===== config.mk =====
export PLATFORM = sky130hd
export DESIGN_NAME = tmds_chan_bond
export DESIGN_NICKNAME = d
export VERILOG_FILES = /design/src/rtl/tmds_chan_bond.sv
export SDC_FILE = /design/constraint.sdc
export NUM_CORES = 1
export LEC_CHECK = 0
export BUFFER_PORTS_ARGS = -buffer_cell sky130_fd_sc_hd__buf_2
export CAP_MARGIN = 5
export CORE_UTILIZATION = 45
export DETAILED_ROUTE_END_ITERATION = 16
export PLACE_DENSITY = 0.7
export SLEW_MARGIN = 10
export SYNTH_ARGS = -nofsm -noshare
export SYNTH_HDL_FRONTEND = slang
export SYNTH_SLANG_ARGS = --single-unit

===== constraint.sdc =====
create_clock -name pclk -period 2.7 [get_ports pclk]
set_clock_uncertainty 0.15 [all_clocks]
set_input_delay 0.675 -clock pclk [delete_from_list [all_inputs] [get_ports pclk]]
set_output_delay 0.675 -clock pclk [all_outputs]
set_load 0.1 [all_outputs]

===== src/rtl/tmds_chan_bond.sv =====
// Channel-bonding stage for the DVI receive path: per-lane deskew FIFOs aligned on the
// first non-token word after a qualifying control-token run, emitted as lane groups.
module tmds_chan_bond #(
  parameter int NUM_CH    = 3,
  parameter int WORD_W    = 10,
  parameter int DEPTH     = 16,
  parameter int TOKEN_RUN = 4
) (
  input  logic                     pclk,
  input  logic                     rstbtn_n,
  input  logic [NUM_CH-1:0]        ch_vld,
  input  logic [NUM_CH*WORD_W-1:0] ch_data,
  output logic [NUM_CH*WORD_W-1:0] sdout,
  output logic                     data_vld,
  output logic                     data_rdy,
  output logic                     bond_err,
  output logic [7:0]               err_cnt
);

  localparam int AW = $clog2(DEPTH);
  localparam int RW = $clog2(TOKEN_RUN + 1);

  typedef enum logic [1:0] {IDLE = 2'd0, SEARCH = 2'd1, LOCKED = 2'd2} state_t;

  function automatic logic is_token(input logic [WORD_W-1:0] w);
    case (w)
      WORD_W'(10'b1101010100): is_token = 1'b1;
      WORD_W'(10'b0010101011): is_token = 1'b1;
      WORD_W'(10'b0101010100): is_token = 1'b1;
      WORD_W'(10'b1010101011): is_token = 1'b1;
      default:                 is_token = 1'b0;
    endcase
  endfunction

  logic [1:0]              rst_sync_r;
  logic                    rst_n_s;
  logic [WORD_W-1:0]       mem_r [NUM_CH][DEPTH];
  logic [AW:0]             wr_ptr_r [NUM_CH];
  logic [AW:0]             rd_ptr_r [NUM_CH];
  logic [RW-1:0]           run_r [NUM_CH];
  logic [NUM_CH-1:0]       hit_r;
  state_t                  state_r, state_nxt;
  logic [WORD_W-1:0]       head_s [NUM_CH];
  logic [NUM_CH-1:0]       empty_s, full_s, tok_s, marker_s, pop_s, push_s, hit_set_s;
  logic [NUM_CH*WORD_W-1:0] sdout_nxt_s;
  logic                    all_vld_s, all_hit_s, ovf_s, mism_s;
  logic                    flush_s, err_s, emit_s, clr_hit_s;

  // reset button: asserts asynchronously, releases two clocks later on pclk
  always_ff @(posedge pclk or negedge rstbtn_n) begin
    if (!rstbtn_n) rst_sync_r <= 2'b00;
    else           rst_sync_r <= {rst_sync_r[0], 1'b1};
  end
  assign rst_n_s = rst_sync_r[1];

  // per-lane FIFO head status and marker detection
  always_comb begin
    for (int i = 0; i < NUM_CH; i++) begin
      head_s[i]   = mem_r[i][rd_ptr_r[i][AW-1:0]];
      empty_s[i]  = (wr_ptr_r[i] == rd_ptr_r[i]);
      full_s[i]   = ((wr_ptr_r[i] - rd_ptr_r[i]) == (AW+1)'(DEPTH));
      tok_s[i]    = is_token(head_s[i]);
      marker_s[i] = !empty_s[i] && !tok_s[i] && (run_r[i] == RW'(TOKEN_RUN));
    end
  end

  assign all_vld_s = &ch_vld;
  assign all_hit_s = &hit_r;
  // a waiting lane that fills up means the skew is larger than the FIFO can absorb
  assign ovf_s     = !all_hit_s && (|(hit_r & full_s));
  assign mism_s    = (|tok_s) && !(&tok_s);

  // bonding state machine: next state, pops, flush and error strobes
  always_comb begin
    state_nxt = state_r;
    flush_s   = 1'b0;
    err_s     = 1'b0;
    emit_s    = 1'b0;
    clr_hit_s = 1'b0;
    pop_s     = '0;
    hit_set_s = '0;
    case (state_r)
      IDLE: begin
        if (all_vld_s) state_nxt = SEARCH;
        else           state_nxt = IDLE;
      end
      SEARCH: begin
        if (!all_vld_s) begin
          flush_s   = 1'b1;
          state_nxt = IDLE;
        end else if (ovf_s) begin
          flush_s = 1'b1;
          err_s   = 1'b1;
        end else if (all_hit_s) begin
          pop_s     = '1;
          emit_s    = 1'b1;
          clr_hit_s = 1'b1;
          state_nxt = LOCKED;
        end else begin
          for (int i = 0; i < NUM_CH; i++) begin
            if (!hit_r[i] && !empty_s[i]) begin
              if (marker_s[i]) hit_set_s[i] = 1'b1;
              else             pop_s[i]     = 1'b1;
            end else begin
              hit_set_s[i] = 1'b0;
            end
          end
        end
      end
      LOCKED: begin
        if (!all_vld_s) begin
          flush_s   = 1'b1;
          state_nxt = IDLE;
        end else if (!(|empty_s)) begin
          pop_s  = '1;
          emit_s = 1'b1;
          if (mism_s) begin
            err_s     = 1'b1;
            flush_s   = 1'b1;
            state_nxt = SEARCH;
          end else begin
            state_nxt = LOCKED;
          end
        end else begin
          state_nxt = LOCKED;
        end
      end
      default: begin
        flush_s   = 1'b1;
        state_nxt = IDLE;
      end
    endcase
  end

  // write enables and the group presented to the output register
  always_comb begin
    for (int i = 0; i < NUM_CH; i++) begin
      if ((state_r != IDLE) && !flush_s && ch_vld[i] && (!full_s[i] || pop_s[i]))
        push_s[i] = 1'b1;
      else
        push_s[i] = 1'b0;
      sdout_nxt_s[i*WORD_W +: WORD_W] = head_s[i];
    end
  end

  // FIFO storage (no reset needed: pointers define what is valid)
  always_ff @(posedge pclk) begin
    for (int i = 0; i < NUM_CH; i++) begin
      if (push_s[i]) mem_r[i][wr_ptr_r[i][AW-1:0]] <= ch_data[i*WORD_W +: WORD_W];
    end
  end

  // FIFO pointers, token-run counters and marker hit flags
  always_ff @(posedge pclk or negedge rst_n_s) begin
    if (!rst_n_s) begin
      hit_r <= '0;
      for (int i = 0; i < NUM_CH; i++) begin
        wr_ptr_r[i] <= '0;
        rd_ptr_r[i] <= '0;
        run_r[i]    <= '0;
      end
    end else if (flush_s) begin
      hit_r <= '0;
      for (int i = 0; i < NUM_CH; i++) begin
        wr_ptr_r[i] <= '0;
        rd_ptr_r[i] <= '0;
        run_r[i]    <= '0;
      end
    end else begin
      for (int i = 0; i < NUM_CH; i++) begin
        if (push_s[i]) wr_ptr_r[i] <= wr_ptr_r[i] + (AW+1)'(1);
        if (pop_s[i]) begin
          rd_ptr_r[i] <= rd_ptr_r[i] + (AW+1)'(1);
          if (!tok_s[i])                          run_r[i] <= '0;
          else if (run_r[i] != RW'(TOKEN_RUN))    run_r[i] <= run_r[i] + RW'(1);
        end
        if (clr_hit_s)         hit_r[i] <= 1'b0;
        else if (hit_set_s[i]) hit_r[i] <= 1'b1;
      end
    end
  end

  // state register and registered outputs
  always_ff @(posedge pclk or negedge rst_n_s) begin
    if (!rst_n_s) begin
      state_r  <= IDLE;
      sdout    <= '0;
      data_vld <= 1'b0;
      data_rdy <= 1'b0;
      bond_err <= 1'b0;
      err_cnt  <= 8'd0;
    end else begin
      state_r  <= state_nxt;
      data_vld <= emit_s;
      data_rdy <= (state_nxt == LOCKED);
      bond_err <= err_s;
      if (emit_s) sdout <= sdout_nxt_s;
      if (err_s && (err_cnt != 8'hFF)) err_cnt <= err_cnt + 8'd1;
    end
  end

endmodule


# Word level (Yosys, flattened, before mapping)
# Memory sizes are Yosys's and may differ from the RTL's.
# Index checks and enable logic that the tools add are counted.
[op_classes]
bitwise = 7
reduce_logical = 63
order_cmp = 9
add_sub_neg = 13
eq_ne = 31
muxes = 98
[ops]
columns = ["op", "count"]
rows = [
  ["two-way mux 160 bit", 3],
  ["binary-select mux 10 bit (select 4 bit)", 3],
  ["demux 10 bit (select 4 bit)", 3],
  ["two-way mux 10 bit", 9],
  ["equality test 10 bit (second input constant)", 6],
  ["two-way mux 3 bit", 19],
  ["two-way mux 1 bit", 41],
  ["adder 5 x 1 -> 5 bit (second input constant)", 6],
  ["equality test 10 x 8 -> 1 bit (second input constant)", 3],
  ["equality test 10 x 9 -> 1 bit (second input constant)", 3],
  [">= comparator 5 bit (second input constant)", 6],
  ["two-way mux 15 bit", 2],
  ["two-way mux 5 bit", 6],
  ["NOT 4 -> 5 bit", 6],
  ["logical AND 1 bit", 22],
  ["equality test 5 bit", 3],
  ["equality test 5 bit (second input constant)", 3],
  ["zero test 1 bit", 15],
  ["< comparator 5 x 1 -> 1 bit (second input constant)", 3],
  ["subtractor 5 bit", 3],
  ["nonzero test 2 bit", 7],
  ["two-way mux 2 bit", 6],
  ["OR reduction 4 bit", 3],
  ["adder 3 x 1 -> 3 bit (second input constant)", 3],
  ["19 further kinds", 37],
]
[word_totals]
mem_count = 1
inputBits = 35
word_cells = 241
ramBits = 480
register_bits = 87
[memory_table]
columns = ["name", "words", "width", "rd", "rd_clocked_by_memory_dff", "write_ports", "line_no", "rtl"]
rows = [
  ["mem_r", 3, 160, 3, 0, 3, "37", "logic [WORD_W-1:0] mem_r [NUM_CH][DEPTH];"],
]

# Longest topological paths before layout
# Gate-level depths: netlist (run 1).
[logic_depth]
depth_word = 21
mapped_depth = 16
mapped_depth_nobuf = 12

# Worst setup path after synthesis (run 1)
# Ideal clock, no wire load.
[synth_timing]
path_kind = "register to register"
start = "reg rd_ptr_r[6] (netlist name)"
end = "mem mem_r[0][120] (netlist name), enable pin"
arrival_ps = 4448
slack_ps = -2288
synth_period_minus_slack_ps = 4988
stages_incl_launch_ff = 15
t_required_ps = 2160
setup_ps = 390
path_cell_list = "dfrtp_1 -> clkbuf_1 -> clkbuf_1 -> buf_2 -> inv_1 -> ha_1 -> and2_1 -> nand3_1 -> nor2_1 -> nor4_1 -> a21oi_1 -> and3_1 -> a221oi_2 -> nand3_1 -> nor3_1"
[synth_rtl]
columns = ["element", "line_no", "rtl"]
rows = [
  ["from (decl)", "39", "logic [AW:0] rd_ptr_r [NUM_CH];"],
  ["from (signal, indexed assignment)", "173", "rd_ptr_r[i] <= rd_ptr_r[i] + (AW+1)'(1);"],
  ["to (decl)", "37", ""],
]

==> results of run 1 <==
-- synth_stat cells (19+ instances only) --
cell type  number  area, sq um
a22oi_1        25          188
inv_1          27          101
nand3_1        25          125
a21oi_1        27          135
and2_1         35          219
mux4_2        129         2910
ha_1           38          475
clkbuf_1       30          113
edfxtp_1      480        14400
dfrtp_1        87         2180
o21ai_0        22          110
mux2_2         28          315
xnor2_1        19          166
nand2_1        48          180
nor2_1         66          248
mux2i_1        21          210
nor3_1         19         95.1
-- power breakdown --
part / total [mW] / leakage (nW) / internal (mW) / switching (mW)
clock network: 7.74 / 0.901 / 4.44 / 3.30
registers: 9.60 / 5.51 / 9.56 / 0.0386
logic: 1.06 / 4.38 / 0.462 / 0.596
-- flip-flops by register name (all words and copies together) (netlist names) --
register and cells:
bond_err 1, data_rdy 1, data_vld 1, err_cnt 8
hit_r 3, mem_r 480, rd_ptr_r 15, rst_sync_r 2
run_r 9, sdout 30, state_r 2, wr_ptr_r 15
-- what timing repair did --
| item | 4_1_cts | 5_1_grt |
|---|---|---|
| endpoints found under the hold margin | 2 | 0 |
| buffers inserted | 0 | 4 |
| resized for setup | 23 | 21 |
| pin swaps | 8 | 4 |
| setup endpoints to repair | 564 | 565 |
| hold buffers | 1 | 0 |
-- metal layers --
layer | up-vias | GRT usage (%) | wire (microns)
met2 | 336 | 35.3 | 27300
met3 | 79 | 3.62 | 2780
li1 | 5962 | - | -
met5 | - | 0 | 13
met1 | 6880 | 27.7 | 22500
met4 | 2 | 5.90 | 1240
-- stage by stage --
step | setup WS, ns | hold slack, ns
4_1_cts | -1.57 | 0.142
3_5_place_dp | -1.63 | 0.156
2_1_floorplan | -1.37 | 0.181
3_3_place_gp | -1.54 | 0.149
5_1_grt | -1.75 | 0.160
6_report | -1.55 | 0.117
-- worst paths after layout --
kind	startpoint	to	slack (ns)	cells after the start
setup reg to reg	rd_ptr_r[10]	mem_r[0][292]	-1.55	11
setup / recovery	rd_ptr_r[10]	mem_r[0][292]	-1.55	11
min in group pclk	rst_sync_r[0]	rst_sync_r[1]	0.20	0
hold / removal	rst_sync_r[1]	sdout[28]	0.12	0
hold reg to reg	rst_sync_r[1]	sdout[28]	0.12	0
max in group asynchronous	rst_sync_r[1]	rd_ptr_r[5]	1.51	1
-- final cells by class --
| cell class | instances | area [sq um] |
|---|---|---|
| clock inverters | 33 | 307 |
| multi-input cells | 649 | 7030 |
| inverters | 32 | 120 |
| well taps | 680 | 851 |
| fillers | 3837 | 21800 |
| diodes | 3 | 7.51 |
| repair buffers | 366 | 3260 |
| clock buffers | 75 | 1550 |
| flip-flops and latches | 567 | 16600 |
-- layout by cell type (no fill, tap or decap), types with 6 or more instances in the layout --
cell type,instances
buf_2,75
a21o_1,6
inv_1,27
and2_4,11
o21ai_0,21
edfxtp_1,480
dfrtp_1,80
clkbuf_1,15
ha_1,38
buf_4,225
dfrtp_2,6
nor2_1,51
clkinv_1,13
a22oi_1,23
xor2_1,9
nand4_1,10
nor2b_1,9
mux2_2,28
nor2_4,10
xnor2_1,19
or3_1,8
clkbuf_16,59
buf_6,12
mux2i_1,19
mux4_2,129
nor3_4,8
nand3_1,21
nand2_1,48
clkinv_2,10
and3_1,14
a21oi_1,27
nand2b_1,9
buf_12,51
and2_1,24
nor3_1,10
-- cells by family (layout without fill, tap and decap cells) --
group / Yosys count / after routing / share of synthesized area, %
AO/OA/AOI/OAI: 119 / 119 / 3.45
XOR/XNOR: 31 / 31 / 1.34
adder cells (fa/ha/maj): 38 / 38 / 2.02
buffers and inverters: 84 / 506 / 1.64
flip-flops: 567 / 567 / 70.3
multiplexers: 180 / 180 / 14.6
other: 1 / 4 / 0.0159
AND/OR/NAND/NOR: 280 / 280 / 6.55
==> metrics.md, run 1 <==
| Metric | Value |
|---|---|
| Status | `complete, but fails checks` |
| Failing checks | `setup timing` |
| CP Cell Sequence | `buf_12 > mux4_2 > mux4_2 > nand3b_1 > nor4_4 > nor2_2 > or3_4 > a31o_4 > or3_4 > nor3b_4 > buf_4` |
| Nets | `1747` |
| Placed Area | `27600 sq um` |
| Worst VDD drop | `0.000506 V` |
| Worst path bufs/invs | `2` |
| CTS tree | `yes` |
| Critical Path RT | `2.89 ns` |
| Final Hold Fails | `0` |
| Initial antenna violation count | `4` |
| Max stage delay cell, worst path | `mux4_2` |
| IO buf count | `75` |
| F_max | `0.235 GHz` |
| Later-pin clock latency in the skew report | `0.62 ns` |
| Cells after synthesis | `1300` |
| Post-DR wirelength/cell | `22.4 microns` |
| CTS Buffer Depth | `3` |
| Final instance area | `29700 sq um` |
| Core Region | `51500 sq um` |
| Slew margin rel. | `57.8%` |
| Clock Root Buffer | `clkbuf_16` |
| FP Rows | `83` |
| Pwr dens | `619 nW/um^2` |
| Post-Route WL | `53900 microns` |
| Hpwl dp | `36900 microns` |
| Total negative slack | `-751.24 ns` |
| Via count | `13300` |
| First-pass GRT wire length | `83200 microns` |
| Die height | `231 microns` |
| Final core occ | `57.7%` |
| CTS Buf Count | `58` |
| Vias per cell | `5.51` |
| DIE AREA | `53300 sq um` |
| Synth cell types | `73` |
| CP startpoint kind | `flip-flop` |
| Hold/Removal Path Class | `flip-flop to asynchronous set/reset pin` |
| Slew at the pin closest to its max-slew limit | `0.633 ns` |
| Number of global-route vias before repair | `14000` |
| Final setup vio count | `564` |
| Kind of critical path | `flip-flop to flip-flop` |
| GPL Wtd Cong | `0.911` |
| Total grt overflow | `0` |
| Max-Cap Viols | `0` |
| Final Non-Filler Cells | `2405` |
| Final Max Slew Viols | `0` |
| Number of synthesized register bits | `567` |
| Max incr delay on CP | `0.59 ns` |
| Initial Utilization | `45.8%` |
| Syn avg cell area | `18.1 sq um` |
| Post-synth EDFFs | `480` |
| Dpl cells | `2289` |
| Leakage | `10.8 nW` |
| Area Growth Syn to Fin | `26.0%` |
| DRC | `0` |
| Clock slew at reported path FFs | `0.06 ns` |
| Die W | `231 microns` |
| Largest net degree at the start of global routing | `38` |
| Drt initial violations | `943` |
| RSZ-0062 raised after global routing | `yes` |
| CP Max Fanout | `18` |
| Crit end category | `flip-flop` |
| Critical path's top delay family | `simple AND/OR/NAND/NOR gates` |
| Critical Path AT | `4.44 ns` |
| H-tree Lvls | `2` |
| Sequential area share after synthesis | `70.3%` |
| Ys Warns | `0` |
| Syn nets | `1373` |
| Post-route clock period utilization | `157%` |
| First drt pass iteration count | `6` |
| Post-synthesis async set-or-reset flop share | `15.3%` |
| Final worst setup slack | `-1.55 ns` |
| Mapped cell area | `23600 sq um` |
| Post-synth top flop | `edfxtp_1` |
| CTS Sinks | `567` |
| Minimum clock period after layout | `4.25 ns` |
| Layout cells sized above 1 | `39.7%` |
| Post-DRT Antenna Nets | `0` |
| GRT Util Overall | `20.8%` |
| Power Total | `18.4 mW` |
| Boundary Pins | `76` |
Note: power is estimated with default switching activity, not from simulation.
==> run 2, diff against run 1 <==
- PLACE_DENSITY: 0.7 -> 0.68
- clock period: 2.7 -> 5.15 ns (I/O delays scaled with it)
==> metrics.md, run 2 (synthesis results as in run 1) <==
| Metric | Value |
|---|---|
| Status | `finished, final reports clean` |
| Hold/Removal Path Class | `flip-flop to flip-flop` |
| GRT Util Overall | `19.6% (-1.2 points)` |
| Max incr delay on CP | `0.65 ns (+0.06 ns)` |
| Vias per cell | `5.71 (+3.6%)` |
| Critical Path RT | `5.25 ns (+2.36 ns)` |
| Layout cells sized above 1 | `27.3% (-12 points)` |
| Setup Buffers After CTS | `0 (unchanged)` |
| CTS Buf Count | `56 (-3.4%)` |
| Final Max Slew Viols | `0 (unchanged)` |
| Max reg flops | `480 (unchanged)` |
| CP Max Fanout | `18 (unchanged)` |
| Slew margin rel. | `42.7% (-15 points)` |
| Max-Cap Viols | `0 (unchanged)` |
| Dpl cells | `2069 (-9.6%)` |
| Slew at the pin closest to its max-slew limit | `0.860 ns (+0.227 ns)` |
| Post-route clock period utilization | `94.0% (-63 points)` |
| Final Non-Filler Cells | `2176 (-9.5%)` |
| CP startpoint kind | `flip-flop` |
| DRC | `0 (unchanged)` |
| Core Region | `51500 sq um (unchanged)` |
| Pwr dens | `353 nW/um^2 (-43%)` |
| Critical path's top delay family | `simple AND/OR/NAND/NOR gates` |
| Initial Utilization | `45.8% (unchanged)` |
| Die W | `231 microns (unchanged)` |
| Most common cell after layout, fill and taps aside | `edfxtp_1` |
| Worst VDD drop | `0.000243 V (-52%)` |
| Final worst setup slack | `0.307 ns (+1.85 ns)` |
| Initial antenna violation count | `3 (-1)` |
| Largest net degree at the start of global routing | `61 (+61%)` |
| Max stage delay cell, worst path | `dfrtp_2` |
| Total negative slack | `0 ns (+751.24 ns)` |
| Final setup vio count | `0 (-100%)` |
| Area Growth Syn to Fin | `14.5%` |
| Worst path bufs/invs | `1 (-1)` |
| Clock Root Buffer | `clkbuf_16` |
| Hpwl dp | `34700 microns (-5.9%)` |
| CTS Buffer Depth | `3 (unchanged)` |
| CTS tree | `yes` |
| Total grt overflow | `0 (unchanged)` |
| Clock slew at reported path FFs | `0.06 ns (about the same)` |
| FP Rows | `83 (unchanged)` |
| GPL Wtd Cong | `0.930 (+2.1%)` |
| Post-DR wirelength/cell | `23.6 microns (+5.1%)` |
| Final Hold Fails | `0 (unchanged)` |
| DIE AREA | `53300 sq um (unchanged)` |
| First drt pass iteration count | `5 (-1)` |
| First-pass GRT wire length | `78400 microns (-5.8%)` |
| Die height | `231 microns (unchanged)` |
| Dpl ws | `0.348 ns (+1.98 ns)` |
| Critical Path AT | `4.94 ns (+0.50 ns)` |
| Via count | `12400 (-6.3%)` |
| RSZ-0062 raised after global routing | `no` |
| H-tree Lvls | `2 (unchanged)` |
| Post-Route WL | `51300 microns (-4.9%)` |
| Boundary Pins | `76 (unchanged)` |
| Kind of critical path | `flip-flop to flip-flop` |
| CP Cell Sequence | `buf_4 > mux4_2 > a22oi_1 > nand2_1 > nor4_1 > nand4_1 > o41a_1 > or3_1 > a31o_2 > nor4b_2 > and2_1` |
| Drt initial violations | `1129 (+20%)` |
| F_max | `0.206 GHz (-12%)` |
| Crit end category | `flip-flop` |
| Nets | `1520 (-13%)` |
| Post-DRT Antenna Nets | `0 (unchanged)` |
| Later-pin clock latency in the skew report | `0.61 ns (about the same)` |
| Minimum clock period after layout | `4.84 ns (+0.595 ns)` |
| Leakage | `9.48 nW (-12%)` |
| CTS Sinks | `567 (unchanged)` |
| IO buf count | `75 (unchanged)` |
| Most frequent cells in the layout | `480 x edfxtp_1, 129 x mux4_2, 81 x dfrtp_1` |
| Number of global-route vias before repair | `12600 (-9.9%)` |
-- run 2: final timing paths --
path,startpoint,endpoint,slack (ns),cells after the start
setup / recovery,rd_ptr_r[6],mem_r[0][271],0.31,11
max in group asynchronous,rst_sync_r[1],rd_ptr_r[6],3.63,1
hold reg to reg,rst_sync_r[0],rst_sync_r[1],0.20,0
setup reg to reg,rd_ptr_r[6],mem_r[0][271],0.31,11
hold / removal,rst_sync_r[0],rst_sync_r[1],0.20,0
min in group asynchronous,rst_sync_r[1],sdout[13],0.26,0
-- run 2: what timing repair did --
item / in CTS / in global routing
endpoints found under the setup margin: 0 / 10
hold buffers: 0 / 0
resized for setup: 0 / 1
-- run 2: routing by layer --
| layer | wire length [microns] | global-route usage (%) | part of all wire (%) | vias up |
|---|---|---|---|---|
| li1 | - | - | - | 5489 |
| met1 | 22600 | 28.5 | 44 | 6458 |
| met2 | 24800 | 31.0 | 48 | 399 |
| met3 | 2850 | 3.17 | 5.6 | 79 |
| met4 | 970 | 4.82 | 1.9 | 4 |
| met5 | 22 | 0 | 0.043 | - |
-- run 2: layout make-up --
cell class / count / area, sq um
multi-input cells: 649 / 6650
clock inverters: 23 / 299
fillers: 4051 / 24500
diodes: 1 / 2.50
repair buffers: 141 / 933
clock buffers: 83 / 1540
well taps: 680 / 851
flip-flops and latches: 567 / 16600
inverters: 32 / 120
-- run 2: power by group --
part	internal [mW]	total (mW)	switching, mW
Sequential	5.01	5.05	0.0414
Combinational	0.138	0.392	0.254
Clock	2.39	4.10	1.71
Total	7.54	9.54	2.00
-- run 2: per-stage QoR --
stage | instance area, sq um | hold WS [ns] | total power [mW] | utilization, %
2_1_floorplan | 23600 | 0.181 | 5.36 | -
3_3_place_gp | 25200 | 0.189 | 5.53 | 48.8
3_5_place_dp | 25200 | 0.194 | 5.54 | 48.8
4_1_cts | 27000 | 0.207 | 9.63 | 52.4
5_1_grt | 27000 | 0.209 | 9.84 | 52.4
6_report | 27000 | 0.205 | 9.54 | 52.4
==> run 3, diff against run 2 <==
- BUFFER_PORTS_ARGS: -buffer_cell sky130_fd_sc_hd__buf_2 -> -buffer_cell sky130_fd_sc_hd__buf_4
- GPL_TIMING_DRIVEN: default -> 0
==> metrics.md, run 3 (synthesis results as in run 1) <==
| Metric | Value |
|---|---|
| CTS Sinks | `567 (unchanged)` |
| Most frequent cells in the layout | `480 x edfxtp_1, 129 x mux4_2, 98 x buf_4` |
| CTS Buffer Depth | `3 (unchanged)` |
| Number of global-route vias before repair | `12900 (+2.3%)` |
| Post-DRT Antenna Nets | `0 (unchanged)` |
| Post-route clock period utilization | `97.1% (+3.0 points)` |
| CP Max Fanout | `10 (-8)` |
| CTS Buf Count | `57 (+1.8%)` |
| Critical Path AT | `5.11 ns (+0.17 ns)` |
| H-tree Lvls | `2 (unchanged)` |
| Post-Route WL | `53900 microns (+5.1%)` |
| Status | `finished, final reports clean` |
| First-pass GRT wire length | `80200 microns (+2.3%)` |
| Crit end category | `flip-flop` |
| Boundary Pins | `76 (unchanged)` |
| DIE AREA | `53300 sq um (unchanged)` |
| CP startpoint kind | `flip-flop` |
| Final Max Slew Viols | `0 (unchanged)` |
| Layout cells sized above 1 | `30.5% (+3.2 points)` |
| Critical Path RT | `5.26 ns (about the same)` |
| Clock Root Buffer | `clkbuf_16` |
| CP Cell Sequence | `clkbuf_1 > buf_4 > clkbuf_4 > inv_1 > ha_1 > and3b_1 > o211a_1 > o2111ai_1 > a21oi_1 > or4_1 > nor2_1 > o21bai_1 > a31o_2 > buf_6 > nor3_1 > and2_2` |
| Minimum clock period after layout | `5.00 ns (+0.156 ns)` |
| Post-DR wirelength/cell | `24.5 microns (+3.8%)` |
| GRT Util Overall | `20.5% (+0.87 points)` |
| R2R Setup Slk | `0.15 ns (-0.16 ns)` |
| DRC | `0 (unchanged)` |
| Largest net degree at the start of global routing | `47 (-23%)` |
| FP Rows | `83 (unchanged)` |
| Max-Cap Viols | `0 (unchanged)` |
| Max incr delay on CP | `0.60 ns (-0.05 ns)` |
| Nets | `1546 (+1.7%)` |
| Hold/Removal Path Class | `flip-flop to asynchronous set/reset pin` |
| Register Area | `16600 sq um (about the same)` |
| Pwr dens | `344 nW/um^2 (-2.6%)` |
| Max reg flops | `480 (unchanged)` |
| Final core occ | `53.8% (+1.4 points)` |
| Area Growth Syn to Fin | `17.5%` |
| Hpwl dp | `33700 microns (-2.9%)` |
| RSZ-0062 raised after global routing | `yes` |
| Most common cell after layout, fill and taps aside | `edfxtp_1` |
| Later-pin clock latency in the skew report | `0.63 ns (+0.02 ns)` |
| Die W | `231 microns (unchanged)` |
| Fillers | `3989 (-1.5%)` |
| Initial Utilization | `45.8% (unchanged)` |
| Max stage delay cell, worst path | `or4_1` |
| Die height | `231 microns (unchanged)` |
| Final Hold Fails | `0 (unchanged)` |
| Worst reg2reg startpoint | `rd_ptr_r[6]` |
| Final setup vio count | `0 (unchanged)` |
| Via count | `12700 (+2.1%)` |
| Clock slew at reported path FFs | `0.06 ns (about the same)` |
| First drt pass iteration count | `5 (unchanged)` |
| Slew margin rel. | `43.2% (+0.53 points)` |
| Worst reg2reg path endpoint | `mem_r[0][352]` |
| IO buf count | `75 (unchanged)` |
| GPL Wtd Cong | `0.814 (-12%)` |
| R2R cell count | `16 (+5)` |
| Area of the multi-input gates | `6990 sq um (+5.2%)` |
| Leakage | `9.62 nW (+1.4%)` |
| CTS tree | `yes` |
| Worst VDD drop | `0.000277 V (+14%)` |
| Fin Hold WS | `0.173 ns (-0.0317 ns)` |
| Kind of critical path | `flip-flop to flip-flop` |
| Vias per cell | `5.76 (+0.83%)` |
| Total grt overflow | `0 (unchanged)` |
| F_max | `0.200 GHz (-3.1%)` |
| Initial antenna violation count | `3 (unchanged)` |
| Drt initial violations | `1019 (-9.7%)` |
| Core Region | `51500 sq um (unchanged)` |
| Slew at the pin closest to its max-slew limit | `0.852 ns (-0.00801 ns)` |
[run 3: cell types whose count changed in the layout (fill, tap and decap cells not counted), sizes merged]
cell      delta
buf         -11
clkinv       +5
clkbuf      +31
clkinvlp     +1
inv          -1
bufinv       -2
and2         +4
[run 3: how the worst max path moves through the flow]
| stage | startpoint | end | slack, ns | depth (start not counted) |
|---|---|---|---|---|
| final | rd_ptr_r[6] | mem_r[0][352] | 0.15 | 16 |
| after global routing | rd_ptr_r[10] | mem_r[0][359] | -0.06 | 13 |
| after CTS | rd_ptr_r[5] | mem_r[0][176] | -0.009 | 12 |
| after detailed placement | rd_ptr_r[6] | mem_r[0][70] | -1.43 | 14 |
| after global placement | rd_ptr_r[6] | mem_r[0][286] | -1.93 | 14 |
| after floorplan | rd_ptr_r[6] | mem_r[0][120] | 0.16 | 14 |
[run 3: where the power goes]
group          internal, mW  switching [mW]  leakage [nW]
logic                 0.150           0.261          3.20
registers              5.01          0.0357          5.52
clock network          2.34            1.74         0.905
[run 3: layer usage]
metal  share of wire, %  GRT usage (%)  wire length [microns]
met1                 41           27.2                  22300
met2                 50           33.8                  26900
met3                5.9           3.84                   3210
met4                2.7           7.26                   1440
met5              0.035              0                     19
[run 3: cell type report]
type                       instances  area share, %
inverter                          32          0.433
clock inverter                    26          0.966
antenna                            1        0.00903
tap                              680           3.07
clock buffer                      82           5.70
buffer                            51           1.06
timing repair buffer             111           3.66
multi-input combinational        653           25.2
sequential                       567           59.9
[run 3: what timing repair did]
action / 4_1_cts / 5_1_grt
hold buffers: 0 / 0
buffers inserted: 14 / 14
gates resized for setup: 71 / 42
cloned: 0 / 4
setup endpoints to repair: 527 / 489
pin swaps: 10 / 16
[run 3: stage by stage]
step	power [mW]	cell area (sq um)	setup TNS, ns	worst slack, ns	cells
floorplan	5.36	23600	0	0.162	1300
global placement	5.49	25000	-510.25	-1.93	2055
detailed placement	5.52	25200	-481.68	-1.43	2063
CTS	9.59	27400	-0.0531	-0.00910	2185
global route	9.82	27700	-1.81	-0.0592	2202
finish	9.54	27700	0	0.151	2203
[run 3: critical path: cells and delay by family, from the launching register on]
kind                     cells  cell delay [ns]
flip-flops                   1             0.35
buffers and inverters        5             1.13
adder cells (fa/ha/maj)      1             0.28
AO/OA/AOI/OAI                5             1.03
AND/OR/NAND/NOR              5             1.67
